==> src/rtl/tpu_pkg.sv <==
// -----------------------------------------------------------------------------
// tpu_pkg
// Shared fixed-point definitions for the tiny-TPU output path.
//   DATA_W / FRAC_W : default Q(DATA_W-FRAC_W).FRAC_W data format
//   MAX_POS/MAX_NEG : clamp values at the default width
//   LRELU_SHIFT     : leaky-ReLU slope as a right shift (alpha = 2^-LRELU_SHIFT)
//   sat_add()       : exact signed add with optional clamp to a w-bit range
// -----------------------------------------------------------------------------
package tpu_pkg;

    localparam int DATA_W      = 16;
    localparam int FRAC_W      = 8;
    localparam int LRELU_SHIFT = 2;

    localparam logic [DATA_W-1:0] MAX_POS = {1'b0, {(DATA_W-1){1'b1}}};
    localparam logic [DATA_W-1:0] MAX_NEG = {1'b1, {(DATA_W-1){1'b0}}};

    // Operands arrive sign-extended to 64 bits, so their sum is exact (it is
    // the (w+1)-bit sum carried in a wider container). With sat set, the result
    // is clamped to [-2^(w-1), 2^(w-1)-1]; otherwise the caller keeps the low w
    // bits, which is the wrap-around result. w is a constant at every call site.
    function automatic logic [63:0] sat_add(input logic [63:0] a,
                                            input logic [63:0] b,
                                            input int          w,
                                            input logic        sat);
        logic [63:0] sum;
        logic [63:0] max_pos;
        logic [63:0] max_neg;
        sum     = a + b;
        max_pos = (64'd1 << (w - 1)) - 64'd1;
        max_neg = ~max_pos;
        if (sat && ($signed(sum) > $signed(max_pos))) begin
            return max_pos;
        end
        if (sat && ($signed(sum) < $signed(max_neg))) begin
            return max_neg;
        end
        return sum;
    endfunction

endpackage

==> src/rtl/bias_lane.sv <==
// -----------------------------------------------------------------------------
// bias_lane
// One output lane: adds the lane bias to the systolic result, registers it,
// and optionally applies leaky ReLU in a second register stage.
// Optional feature: define BIAS_ARRAY_LEAKY_RELU_EN to add the activation stage
// (latency 2 instead of 1).
// Ports:
//   clk, rst   clock, asynchronous active-high reset
//   valid_in   lane input valid
//   data_in    W-bit signed systolic result
//   bias       W-bit signed bias for this lane (registered in the parent)
//   data_out   W-bit biased (and optionally activated) result, 0 when invalid
//   valid_out  output valid
// -----------------------------------------------------------------------------
module bias_lane
    import tpu_pkg::*;
#(
    parameter int W   = DATA_W,
    parameter int SAT = 1
) (
    input  logic         clk,
    input  logic         rst,
    input  logic         valid_in,
    input  logic [W-1:0] data_in,
    input  logic [W-1:0] bias,
    output logic [W-1:0] data_out,
    output logic         valid_out
);

    logic [W-1:0] sum_w;
    logic [W-1:0] add_q;
    logic         add_v_q;

    // Truncating to W bits after sat_add yields either the clamped value or,
    // with SAT=0, the wrap-around low bits.
    always_comb begin
        sum_w = W'(sat_add({{(64-W){data_in[W-1]}}, data_in},
                           {{(64-W){bias[W-1]}},    bias},
                           W, (SAT != 0)));
    end

    // NOTE: sequential state uses non-blocking assignments so every register
    // samples values from before the clock edge.
    always_ff @(posedge clk or posedge rst) begin
        if (rst) begin
            add_q   <= '0;
            add_v_q <= 1'b0;
        end else if (valid_in) begin
            add_q   <= sum_w;
            add_v_q <= 1'b1;
        end else begin
            add_q   <= '0;
            add_v_q <= 1'b0;
        end
    end

`ifdef BIAS_ARRAY_LEAKY_RELU_EN
    logic [W-1:0] act_q;
    logic         act_v_q;

    always_ff @(posedge clk or posedge rst) begin
        if (rst) begin
            act_q   <= '0;
            act_v_q <= 1'b0;
        end else if (add_v_q) begin
            // Negative values are scaled by alpha via an arithmetic shift,
            // which rounds toward minus infinity.
            act_q   <= add_q[W-1] ? W'($signed(add_q) >>> LRELU_SHIFT) : add_q;
            act_v_q <= 1'b1;
        end else begin
            act_q   <= '0;
            act_v_q <= 1'b0;
        end
    end

    assign data_out  = act_q;
    assign valid_out = act_v_q;
`else
    assign data_out  = add_q;
    assign valid_out = add_v_q;
`endif

endmodule

==> src/rtl/bias_array.sv <==
// -----------------------------------------------------------------------------
// bias_array
// Per-column bias adder between the systolic array and the activation /
// writeback stage. Holds a COLS-entry bias register file, adds each column's
// bias to its systolic output (saturating when SAT=1, wrapping when SAT=0),
// and counts rows leaving the last lane, pulsing tile_done_out per ROWS rows.
// Optional feature: define BIAS_ARRAY_LEAKY_RELU_EN for a leaky-ReLU stage in
// every lane; latency becomes 2 and the row counter follows the final stage.
// Ports:
//   clk, rst        clock, asynchronous active-high reset
//   bias_wr_en      bias write strobe
//   bias_wr_addr    column to write
//   bias_wr_data    signed bias value
//   sys_data_in     COLS lanes of W bits, lane c at [c*W +: W]
//   sys_valid_in    per-lane valid
//   z_data_out      per-lane result, 0 when the lane is not valid
//   z_valid_out     per-lane output valid
//   row_count_out   rows completed in the current tile
//   tile_done_out   one-cycle pulse when the last row of a tile leaves lane COLS-1
// -----------------------------------------------------------------------------
module bias_array
    import tpu_pkg::*;
#(
    parameter int COLS = 4,
    parameter int W    = DATA_W,
    parameter int FRAC = FRAC_W,
    parameter int ROWS = 4,
    parameter int SAT  = 1
) (
    input  logic                      clk,
    input  logic                      rst,
    input  logic                      bias_wr_en,
    input  logic [$clog2(COLS)-1:0]   bias_wr_addr,
    input  logic [W-1:0]              bias_wr_data,
    input  logic [COLS*W-1:0]         sys_data_in,
    input  logic [COLS-1:0]           sys_valid_in,
    output logic [COLS*W-1:0]         z_data_out,
    output logic [COLS-1:0]           z_valid_out,
    output logic [$clog2(ROWS)-1:0]   row_count_out,
    output logic                      tile_done_out
);

    localparam int CW = $clog2(ROWS);

    // Elaboration-time parameter sanity checks.
    if ((COLS < 2) || ((COLS & (COLS - 1)) != 0)) begin : g_cols_check
        $error("bias_array: COLS must be a power of two >= 2");
    end
    if (ROWS < 2) begin : g_rows_check
        $error("bias_array: ROWS must be >= 2");
    end
    if ((FRAC < 0) || (FRAC >= W)) begin : g_frac_check
        $error("bias_array: FRAC must lie in [0, W-1]");
    end

    // -------------------------------------------------------------------------
    // Bias register file. Lanes read the registered value, so a write in the
    // same cycle as a valid input is seen only from the next cycle on.
    // -------------------------------------------------------------------------
    logic [W-1:0] bias_q [COLS];

    // NOTE: this small register file is flops, not RAM, and it is cleared on
    // reset because a freshly reset array must add zero bias.
    always_ff @(posedge clk or posedge rst) begin
        if (rst) begin
            for (int c = 0; c < COLS; c++) begin
                bias_q[c] <= '0;
            end
        end else if (bias_wr_en) begin
            bias_q[bias_wr_addr] <= bias_wr_data;
        end
    end

    // -------------------------------------------------------------------------
    // Lanes
    // -------------------------------------------------------------------------
    for (genvar c = 0; c < COLS; c++) begin : g_lane
        bias_lane #(
            .W   (W),
            .SAT (SAT)
        ) u_lane (
            .clk       (clk),
            .rst       (rst),
            .valid_in  (sys_valid_in[c]),
            .data_in   (sys_data_in[c*W +: W]),
            .bias      (bias_q[c]),
            .data_out  (z_data_out[c*W +: W]),
            .valid_out (z_valid_out[c])
        );
    end

    // -------------------------------------------------------------------------
    // Row / tile counter, driven by the final-stage valid of the last lane
    // (the last column to drain in the skewed output).
    // -------------------------------------------------------------------------
    logic [CW-1:0] row_cnt_q;
    logic          tile_done_q;
    logic          last_row;

    // NOTE: every combinational output gets a default first, so no path
    // leaves it unassigned and no latch is inferred.
    always_comb begin
        last_row = 1'b0;
        if (row_cnt_q == CW'(ROWS - 1)) begin
            last_row = 1'b1;
        end
    end

    always_ff @(posedge clk or posedge rst) begin
        if (rst) begin
            row_cnt_q   <= '0;
            tile_done_q <= 1'b0;
        end else if (z_valid_out[COLS-1]) begin
            if (last_row) begin
                row_cnt_q   <= '0;
                tile_done_q <= 1'b1;
            end else begin
                row_cnt_q   <= row_cnt_q + CW'(1);
                tile_done_q <= 1'b0;
            end
        end else begin
            tile_done_q <= 1'b0;
        end
    end

    assign row_count_out = row_cnt_q;
    assign tile_done_out = tile_done_q;

endmodule

==> config.mk <==
export PLATFORM = sky130hd
export DESIGN_NAME = bias_array
export DESIGN_NICKNAME = d
export VERILOG_FILES = /design/src/rtl/tpu_pkg.sv /design/src/rtl/bias_lane.sv /design/src/rtl/bias_array.sv
export SDC_FILE = /design/constraint.sdc
export NUM_CORES = 1
export LEC_CHECK = 0
export CAP_MARGIN = 20
export CORE_UTILIZATION = 60
export DETAILED_ROUTE_END_ITERATION = 6
export DONT_BUFFER_PORTS = 1
export PLACE_DENSITY_LB_ADDON = 0.05
export SETUP_SLACK_MARGIN = 0.5
export SYNTH_ARGS = -nofsm -noshare
export SYNTH_HDL_FRONTEND = slang
export SYNTH_SLANG_ARGS = --single-unit
==> constraint.sdc <==
create_clock -name clk -period 5.75 [get_ports clk]
set_input_delay 1.725 -clock clk [delete_from_list [all_inputs] [get_ports clk]]
set_output_delay 1.725 -clock clk [all_outputs]
set_load 0.005 [all_outputs]
Word level (Yosys, flattened, before mapping) --
Index checks and enable logic that the tools add are counted.
Word-level totals: register bits 135, latch bits 0, memory bits (writable) 0, ROM bits 0, input port bits 89, output and inout port bits 71, logic and storage cells 75, memories kept 0
Cells by class: add/subtract/negate cells 5, multiply operators 0, divide/modulo/power cells 0, order comparisons 10, equal/unequal tests 1, shift operators 0, muxes and demuxes 43, bitwise operators 1, reductions and logical operators 1
Operators by type and width (number):
- $mux W16 | 21
- $add A16 B16 Y17 | 4
- $gt A17 B16 Y1 const B | 4
- $lt A17 B16 Y1 const B | 4
- $bwmux W64 | 1
- $demux W16 S2 | 1
- $mux W1 | 19
- $ge A3 B3 Y1 const B | 1
- $lt A3 B1 Y1 const B | 1
- $not A2 Y3 | 1
- $add A2 B1 Y2 const B | 1
- $eq A2 B2 Y1 const B | 1
- $mux W2 | 1
- $logic_and A1 B1 Y1 | 1

Logic depth before layout (Yosys ltp) --
Gate-level depths: netlist (run 1).
depth after elaboration 7, depth in mapped cells 12, mapped depth without buffers 10

Hierarchy --
Synthesis (run 1) repeated with hierarchy kept, for this count alone.
Unflattened totals: cell total of the unflattened synthesis 723, area, all modules 8067.7 sq um
By module, submodules not included:
- bias_lane at g_lane[0].u_lane ... | times used 3, cells each 145, area each 1377.6 sq um, sequential area each 425.4 sq um
- bias_array | times used 1, cells each 145, area each 2534.9 sq um, sequential area each 1676.6 sq um
- bias_lane at g_lane[1].u_lane | times used 1, cells each 143, area each 1400.1 sq um, sequential area each 425.4 sq um

Worst setup path after synthesis (run 1) --
No wires, ideal clock.
path kind in2reg, start point in sys_data_in[32], end point reg g_lane[2].u_lane.add_q[12], library setup time 0.118 ns, data arrival time 3.707 ns, data required time 5.632 ns, setup slack 1.925 ns, stages 12, path buffers 2, cell sequence ha_1 > inv_1 > fa_1 > nor2b_4 > o31a_4 > a2111oi_4 > o21a_2 > nor2_2 > and3_1 > buf_6 > buf_8 > a21o_1
On the way: longest elaborated chain between the ends 7, elaborated cells on any way between the ends 10, classes of those cells add/sub: 1; order compare: 2; mux: 7
Ends and longest elaborated chain:
- start: declaration | line bias_array.sv:35 | input logic [COLS*W-1:0] sys_data_in,
- $add A16 B16 Y17 * | line tpu_pkg.sv:29 | sum = a + b;
- $lt A17 B16 Y1 | line tpu_pkg.sv:35 | if (sat && ($signed(sum) < $signed(max_neg))) begin
- $mux W1 (2 in series) | line tpu_pkg.sv:35
- $mux W16 | line tpu_pkg.sv:38 | return sum;
- $mux W16 * | line tpu_pkg.sv:35
- $mux W16 * | line bias_lane.sv:48 | end else if (valid_in) begin
- end signal: assignment | line bias_lane.sv:49 | add_q <= sum_w;
- end: declaration | line bias_lane.sv:31 | logic [W-1:0] add_q;
Every way passes the cells marked *; elsewhere a longest branch is shown, timed or not. The select of a mux whose other input is x is not followed. A chain may end at the register's enable or synchronous reset.

Worst setup path after layout (run 1) --
start point in sys_data_in[17], end point reg g_lane[1].u_lane.add_q[6]
On the way: longest elaborated chain between the ends 7, elaborated cells on any way between the ends 10, classes of those cells add/sub: 1; order compare: 2; mux: 7
Ends and longest elaborated chain (line):
- $add A16 B16 Y17 * | tpu_pkg.sv:29
- $lt A17 B16 Y1 | tpu_pkg.sv:35
- $mux W1 (2 in series) | tpu_pkg.sv:35
- $mux W16 | tpu_pkg.sv:38
- $mux W16 * | tpu_pkg.sv:35
- $mux W16 * | bias_lane.sv:48
- end signal: assignment | bias_lane.sv:49
- end: declaration | bias_lane.sv:31
Marks and branches as above.

==> flow_metrics.tcl, run 1 <==
set metrics [dict create \
    yosys_warnings 0 \
    postSynthAreaPerCell_um2 10.74 \
    cts_sinks 135 \
    yosys_most_used_dff "dfrtp_1" \
    ant_nets 0 \
    reg2reg_depth 8 \
    fin_crit_ns 3.820 \
    setup_tns_ns 0 \
    core_um2 12670 \
    cts_tree "done" \
    io_pins 160 \
    required_ns 6.07 \
    power.leakage_nw 3.943 \
    drtPass1Iterations 4 \
    setup_violations 0 \
    area_growth_pct 9.583 \
    cap_violations 0 \
    routabilityCongestion 0.8576 \
    worstSetupPathType "in2reg" \
    grt_overflow 0 \
    routedWlPerCell_um 18.88 \
    synth_edf_count 0 \
    final_common_cell "dfrtp_1" \
    fin_ws_ns 1.930 \
    yosys.area.top_type "dfrtp_1" \
    clock_path_buffers 2 \
    peakVddDrop_mv 0.2086 \
    p_comb_share_pct 31.5 \
    tightest_slew_ns 0.9127 \
    holdPathEnd "bias_q[11]" \
    wl_um 17370 \
    post_cts_buffers 0 \
    die_w_um 116.5 \
    nets 895 \
    row_count 41 \
    portBuffers 0 \
    period_share_pct 66.44 \
    n_antenna_cell 0 \
    end_kind "flop" \
    startpoint_type "input port" \
    holdCritStartpoint "bias_q[11]" \
    dp_slack_ns 1.560 \
    skew_ns 0.007502 \
    ys_seq_area_share_pct 42.98 \
    yosysUniqueCellTypes 69 \
    path_max_fanout 14 \
    r2r_start "bias_q[33]" \
    p_int_mw 2.434 \
    ys_ff_latch 135 \
    netSwitchingFraction_pct 33.08 \
    async_flop_share_pct 100.0 \
    grt_max_degree 50 \
    cts-root-buf "clkbuf_16" \
    postSynthCellCount 732 \
    grt_pass1_wl_um 27830 \
    holdPathStages 1 \
    p_clk_share_pct 30.2 \
    place_hpwl_um 13440 \
    initial_utilization_pct 62.03 \
    syn_nets 890 \
    synth_area_um2 7860 \
    rsz0062_at_grt "no" \
    die_area_um2 13560 \
    worstPathArrival_ns 4.14 \
    antenna_found_initial 1 \
    hold_viol_final 0 \
    reg2reg_to "g_lane[1].u_lane.data_out[6]" \
    drc 0 \
    h-tree-depth 4 \
    seqPwrFrac_pct 38.3 \
    clock_latency_ns 0.43 \
    status "finished clean" \
    rrSetupSlack_ns 2.83 \
    post_cts_resized 0 \
    cts_made_buffers 17 \
    globalRouteTotalUtil_pct 27.27 \
    grt_pass1_vias 5658 \
    hp-class "reg2reg" \
    layout_common_cells "135 x dfrtp_1, 69 x o21ai_0, 65 x mux2_2, 65 x ha_1, 40 x a21oi_1" \
    clkTransAtPathRegs_ns 0.06 \
    vias 5640 \
    slew_violations 0 \
    p_switching_mw 1.203 \
    yosysTopAreaCellShare_pct 42.98 \
    slew_headroom_pct 38.97 \
    pwr_density_cell_nw_per_um2 422.3 \
    viasPerCell 6.130 \
    drt_iter0_markers 291 \
    fmax_mhz 261.7 \
    die_y_um 116.5 \
    drive_above_1_share_pct 16.31 \
    postCtsHoldBufs 0 \
    ys_top_cells_by_area "dfrtp_1 43%, ha_1 10%, mux2_2 9.3%, o21ai_0 4.4%, xor2_1 2.8%" \
]
worst max-delay path, stage by stage:
cell and delay (ns):
ha_1 0.30, a211oi_1 0.37, o21ai_0 0.24, a311oi_2 0.49, o21ai_2 0.15, xnor2_1 0.17, nand4_1 0.42, o21ai_0 0.27
kinds of logic after synthesis:
logic type	share of synthesized area [%]
XOR/XNOR	4.903
flip-flops	42.98
AO/OA/AOI/OAI	19.20
AND/OR/NAND/NOR	9.105
multiplexers	9.440
adder cells (fa/ha/maj)	11.49
buffers and inverters	2.881
layer usage:
metal	vias up	GRT usage, %	wire, um
met5	-	0	0
met4	0	9.145	288
met3	27	10.79	1397
met2	168	44.62	8419
met1	2745	32.78	7262
li1	2700	-	-
metrics by stage:
stage	cells	hold WS, ns	power, mW	area [um2]	utilization [%]
global route	920	0.5262	3.886	8613	67.98
detailed placement	888	0.4993	2.546	7989	63.05
global placement	888	0.4940	2.500	7989	63.05
floorplan	732	0.4836	2.306	7864	-
finish	920	0.5099	3.637	8613	67.98
CTS	918	0.5120	3.657	8582	67.73
cell usage after synthesis (all sizes together) (3+ instances only):
| cell | number |
|---|---|
| a21oi | 42 |
| nor4 | 3 |
| o21ai | 73 |
| ha | 65 |
| a31oi | 4 |
| o31a | 3 |
| nand3 | 16 |
| clkbuf | 6 |
| and3 | 7 |
| a211oi | 8 |
| inv | 31 |
| fa | 4 |
| dfrtp | 135 |
| nor2b | 8 |
| nor3 | 19 |
| nand2 | 33 |
| xor2 | 25 |
| a211o | 5 |
| o211ai | 7 |
| nand2b | 8 |
| buf | 12 |
| and2 | 5 |
| xnor2 | 19 |
| mux2 | 65 |
| nor2 | 26 |
| or2 | 3 |
| nand4 | 4 |
| o21bai | 8 |
| a21o | 32 |
| or3 | 5 |
| o21a | 13 |
| o31ai | 6 |
| a31o | 3 |
| a2111oi | 5 |
cell type report:
| class | instances | area (um2) |
|---|---|---|
| Clock inverter | 11 | 150.1 |
| Fill cell | 995 | 4058 |
| Sequential cell | 135 | 3378 |
| Timing Repair Buffer | 4 | 46.29 |
| Tap cell | 172 | 215.2 |
| Multi-Input combinational cell | 548 | 4260 |
| Inverter | 31 | 120.1 |
| Clock buffer | 19 | 442.9 |
power by group through the flow:
stage                     sequential, mW  clock, mW  combinational (mW)
after global placement              1.41          0                1.09
after floorplan                     1.36          0               0.945
after CTS                           1.40       1.11                1.14
final                               1.39       1.10                1.15
after global routing                1.43       1.16                1.29
after detailed placement            1.41          0                1.13
sequential cells by signal, summed over array words and instances, names as in the netlist:
register                 cells
bias_q                      64
row_count_out                2
g_lane.u_lane.data_out      64
tile_done_out                1
g_lane.u_lane.valid_out      4
worst max-delay path by stage:
stage / slack, ns / cells after the start / end / startpoint
final: 1.93 / 8 / g_lane[1].u_lane.data_out[6] / sys_data_in[17]
after global routing: 1.72 / 8 / g_lane[1].u_lane.data_out[6] / sys_data_in[17]
after CTS: 1.99 / 8 / g_lane[1].u_lane.data_out[6] / sys_data_in[17]
after detailed placement: 1.56 / 8 / g_lane[1].u_lane.data_out[6] / sys_data_in[17]
after global placement: 1.77 / 8 / g_lane[0].u_lane.data_out[11] / sys_data_in[6]
after floorplan: 1.92 / 12 / g_lane[2].u_lane.data_out[12] / sys_data_in[32]
(Power assumes the default switching activity.)
==> inputs of run 2 (changes only) <==
Settings changed: CORE_UTILIZATION 60 to 58.
Clock period 5.75 ns to 3.1 ns, I/O delays scaled along.
==> run 2 against run 1 <==
Against the previous run: utilization grew 2.1 points; non-clock buffer count grew 21; routed wire length grew 5.5%; sequential power grew 87%; clock-buffer cell count is the same; cell count grew 2.8%; register-to-register slack lost 2.2 ns; critical path depth grew 3; largest cell class unchanged; largest power group unchanged.
==> flow_metrics.tcl, run 2 (same netlist as run 1, synthesis figures left out) <==
set metrics [dict create \
    grt_pass1_vias 5819 \
    period_share_pct 82.45 \
    path_max_fanout 13 \
    clock_path_buffers 2 \
    skew_ns 0.008473 \
    die_w_um 118.4 \
    row_count 42 \
    fin_util_pct 70.11 \
    hold_viol_final 0 \
    cts_made_buffers 17 \
    whs_ns 0.3766 \
    worstSetupPathType "in2reg" \
    final_cells 946 \
    cts-root-buf "clkbuf_16" \
    grt_pass1_wl_um 29500 \
    grt_overflow 0 \
    r2r_start "bias_q[16]" \
    crit_start "sys_data_in[48]" \
    placed_cell_area_um2 8381 \
    peakVddDrop_mv 0.3802 \
    final_common_cell "dfrtp_1" \
    path_cells "ha_4, inv_2, fa_2, nor2b_2, o31ai_2, a211o_1, a21oi_4, a21o_1, o211ai_4, buf_12, o21ai_1" \
    ant_nets 0 \
    antenna_found_initial 0 \
    stdcell_area_um2 9284 \
    finalPower_mw 7.394 \
    slew_violations 0 \
    fin_crit_ns 2.556 \
    slowest_delay_ns 0.37 \
    grt_max_degree 51 \
    power.leakage_nw 4.137 \
    area_growth_pct 18.12 \
    tightest_slew_ns 0.8064 \
    crit_buf_inv 2 \
    vias 5728 \
    dp_slack_ns -0.03557 \
    clkTransAtPathRegs_ns 0.06 \
    h-tree-depth 4 \
    cts_tree "done" \
    drt_iter0_markers 297 \
    portBuffers 0 \
    cts_sinks 135 \
    core_um2 13240 \
    viasPerCell 6.055 \
    rsz0062_at_grt "yes" \
    pwr_density_cell_nw_per_um2 796.5 \
    fin_ws_ns 0.5440 \
    die_area_um2 14020 \
    globalRouteTotalUtil_pct 27.26 \
    n_antenna_cell 0 \
    cap_violations 0 \
    hp-class "in2async" \
    setup_tns_ns 0 \
    nets 916 \
    critPathSlowestCell "fa_2" \
    drtPass1Iterations 4 \
    startpoint_type "input port" \
    slew_headroom_pct 46.09 \
    layout_common_cells "135 x dfrtp_1, 65 x mux2_2, 54 x ha_1, 38 x a21oi_1, 35 x o21ai_1" \
    setup_violations 0 \
    die_y_um 118.4 \
    initial_utilization_pct 59.35 \
    place_hpwl_um 13410 \
    io_pins 160 \
    drc 0 \
    end_kind "flop" \
    drive_above_1_share_pct 25.71 \
    clock_latency_ns 0.42 \
    fmax_mhz 391.2 \
    routedWlPerCell_um 19.37 \
    required_ns 3.43 \
    fillCellCount 952 \
    worstPathArrival_ns 2.89 \
    wl_um 18320 \
    status "finished clean" \
    routabilityCongestion 0.8830 \
    crit_family "compound AO/OA/AOI/OAI gates" \
    numPlacedInstances 907 \
]
==> run 2: changes by cell type in the layout (fill, tap and decap cells not counted), sizes merged <==
cell	change
clkinv	-1
buf	+21
inv	-2
clkinvlp	+1
bufinv	+3
==> run 2: cell type report <==
type	count	area [um2]	area share, %
repair buffers	25	262.8	2.830
inverters	31	120.1	1.294
clock inverters	12	225.2	2.426
flip-flops and latches	135	3378	36.39
clock buffers	19	442.9	4.771
well taps	176	220.2	2.372
multi-input cells	548	4634	49.92
==> run 2: where the power goes <==
part / switching, mW / internal [mW] / total [mW] / leakage, nW
Combinational: 1.33 / 1.18 / 2.51 / 2.18
Clock: 0.759 / 1.53 / 2.28 / 0.315
Sequential: 0.317 / 2.29 / 2.60 / 1.64
==> run 2: worst reg2reg max path, stage by stage (launching register included) <==
cell and delay (ns):
dfrtp_1 0.40, ha_4 0.17, inv_2 0.05, fa_2 0.22, nor2b_4 0.05, o31a_4 0.29, a2111oi_4 0.40, o21a_2 0.20
nor2_2 0.05, and3_4 0.15, buf_12 0.14, a31o_2 0.22
==> run 2: final timing paths <==
kind                                                  to  slack [ns]  cells after the start
max reg2reg                g_lane[2].u_lane.data_out[13]        0.65                     11
min reg2reg                                   bias_q[45]        0.51                      1
max in group asynchronous                     bias_q[51]        1.92                      3
min                         g_lane[1].u_lane.data_out[2]        0.38                      1
min in group clk                              bias_q[45]        0.51                      1
max                         g_lane[3].u_lane.data_out[5]        0.54                     11
==> run 2: repair_timing <==
action,4_1_cts,5_1_grt
pin swaps,6,10
setup buffers,1,6
endpoints found under the setup margin,13,55
cloned,0,0
gates resized for setup,6,20
hold buffers,0,0
==> run 2: routing by layer <==
layer | up-vias | part of all wire [%] | GRT usage (%)
li1 | 2755 | - | -
met1 | 2769 | 45 | 35.80
met2 | 184 | 47 | 43.09
met3 | 20 | 6.1 | 7.432
met4 | 0 | 1.8 | 10.44
met5 | - | 0 | 0
==> inputs of run 3 (changes only) <==
Clock period 3.1 ns to 2.15 ns, I/O delays scaled along.
==> run 3 against run 2 <==
Against the previous run: the run now ends with setup timing left; routed wire length is 30% higher; worst setup slack got worse by 0.92 ns; largest power group is now combinational cells; critical path type is now reg2reg; cell count up 17%; largest cell class unchanged.
==> flow_metrics.tcl, run 3 (same netlist as run 1, synthesis figures left out) <==
set metrics [dict create \
    drc 0 \
    drive_above_1_share_pct 45.98 \
    pwr_density_cell_nw_per_um2 1111 \
    slowest_delay_ns 0.39 \
    cts_sinks 135 \
    drt_iter0_markers 394 \
    slew_headroom_pct 58.31 \
    initial_utilization_pct 59.35 \
    hp-class "in2async" \
    globalRouteTotalUtil_pct 33.83 \
    status "complete, but fails checks" \
    cts-root-buf "clkbuf_16" \
    antenna_found_initial 0 \
    fmax_mhz 396.6 \
    startpoint_type "flop" \
    n_antenna_cell 0 \
    fin_util_pct 84.12 \
    nets 1079 \
    die_y_um 118.4 \
    place_hpwl_um 15540 \
    h-tree-depth 4 \
    tightest_slew_ns 0.6238 \
    grt_pass1_wl_um 36630 \
    row_count 42 \
    clock_path_buffers 2 \
    portBuffers 0 \
    io_pins 160 \
    die_w_um 118.4 \
    area_growth_pct 41.72 \
    peakVddDrop_mv 0.7305 \
    skew_ns 0.007496 \
    hold_viol_final 0 \
    clock_latency_ns 0.43 \
    routedWlPerCell_um 21.52 \
    grt_pass1_vias 7311 \
    power.leakage_nw 5.110 \
    layout_common_cells "156 x buf_4, 135 x dfrtp_1, 57 x mux2_2, 51 x ha_1, 37 x o21ai_2" \
    wl_um 23870 \
    path_cells "ha_4, inv_2, fa_2, nor2b_2, o31ai_2, a211o_1, a21oi_4, a21o_4, o211ai_4, buf_12, o21ai_2" \
    setup_violations 62 \
    routabilityCongestion 0.8444 \
    grt_max_degree 34 \
    core_um2 13240 \
    drtPass1Iterations 5 \
    vias 6849 \
    fin_ws_ns -0.3716 \
    violations "setup timing" \
    ant_nets 0 \
    viasPerCell 6.176 \
    required_ns 2.49 \
    critPathSlowestCell "dfrtp_1" \
    cts_tree "done" \
    final_common_cell "buf_4" \
    rsz0062_at_grt "yes" \
    end_kind "flop" \
    worstSetupPathType "reg2reg" \
    die_area_um2 14020 \
    worstPathArrival_ns 2.87 \
    period_share_pct 117.3 \
    slew_violations 0 \
    grt_overflow 0 \
    fillCellCount 703 \
    finalPower_mw 12.38 \
    cts_made_buffers 17 \
    fin_crit_ns 2.522 \
    cap_violations 0 \
    clkTransAtPathRegs_ns 0.06 \
    path_max_fanout 4 \
]
-- run 3: cell count changes in the layout (fill, tap and decap cells not counted), moves of 4 or more --
| cell | before | now |
|---|---|---|
| o31ai_1 | 4 | 0 |
| a21oi_1 | 38 | 34 |
| o21ai_2 | 6 | 37 |
| a21oi_2 | 2 | 6 |
| o21ai_1 | 35 | 6 |
| o21ai_0 | 31 | 25 |
| buf_12 | 6 | 10 |
| mux2_2 | 65 | 57 |
| o31ai_4 | 0 | 4 |
| mux2_4 | 0 | 8 |
| buf_4 | 19 | 156 |
| buf_6 | 0 | 17 |
| o21ai_4 | 1 | 5 |
-- run 3: cell type report --
class / instances / area, um2 / share of cell area (%)
clock buffer: 18 / 439.2 / 3.943
multi-input combinational: 552 / 5189 / 46.58
inverter: 31 / 120.1 / 1.078
tap: 176 / 220.2 / 1.977
timing repair buffer: 184 / 1590 / 14.28
clock inverter: 13 / 202.7 / 1.820
sequential: 135 / 3378 / 30.33
-- run 3: stage by stage --
step	setup slack (ns)	std cells	hold slack (ns)	area (um2)	setup TNS (ns)
final	-0.3716	1109	0.1390	11140	-13.59
after global routing	-0.4596	1109	0.1508	11140	-18.76
after CTS	-0.3455	1100	0.1379	10900	-10.42
after detailed placement	-0.5814	1039	0.5022	9458	-27.04
after global placement	-0.5401	1039	0.4968	9458	-24.38
after floorplan	-0.4672	732	0.4836	8198	-41.76
-- run 3: worst max-delay path: cells and delay by family (launching register included) --
| family | cells | cell delay (ns) |
|---|---|---|
| AND/OR/NAND/NOR | 1 | 0.16 |
| flip-flops | 1 | 0.39 |
| AO/OA/AOI/OAI | 6 | 1.21 |
| buffers and inverters | 2 | 0.18 |
| adder cells (fa/ha/maj) | 2 | 0.50 |
-- run 3: report_power, final --
group	internal [mW]	switching (mW)
Clock	2.08	1.12
Sequential	3.30	0.481
Combinational	2.74	2.67
Total	8.11	4.27
-- run 3: final timing paths --
kind | slack [ns] | start | cells after the start | end
worst max-delay path | -0.37 | bias_q[0] | 11 | g_lane[3].u_lane.data_out[14]
worst min-delay path | 0.14 | rst | 1 | g_lane[3].u_lane.data_out[4]
worst max register to register | -0.37 | bias_q[0] | 11 | g_lane[3].u_lane.data_out[14]
worst min register to register | 0.51 | bias_q[7] | 1 | bias_q[7]
max in group asynchronous | 1.46 | rst | 2 | g_lane[0].u_lane.data_out[3]
min in group clk | 0.24 | sys_valid_in[2] | 0 | g_lane[2].u_lane.valid_out
-- run 3: what timing repair did --
item | in CTS | in global routing
cloned | 5 | 0
gates resized for setup | 102 | 34
setup buffers | 25 | 9
pin swaps | 55 | 33
hold buffers | 0 | 0
endpoints found under the setup margin | 64 | 64
-- run 3: metal layers --
layer	vias to the layer above	global-route usage, %	share of wire (%)
met5	-	0	0
met1	3412	38.59	38
li1	3080	-	-
met3	84	9.411	6.8
met2	273	58.97	51
met4	0	15.27	4.1
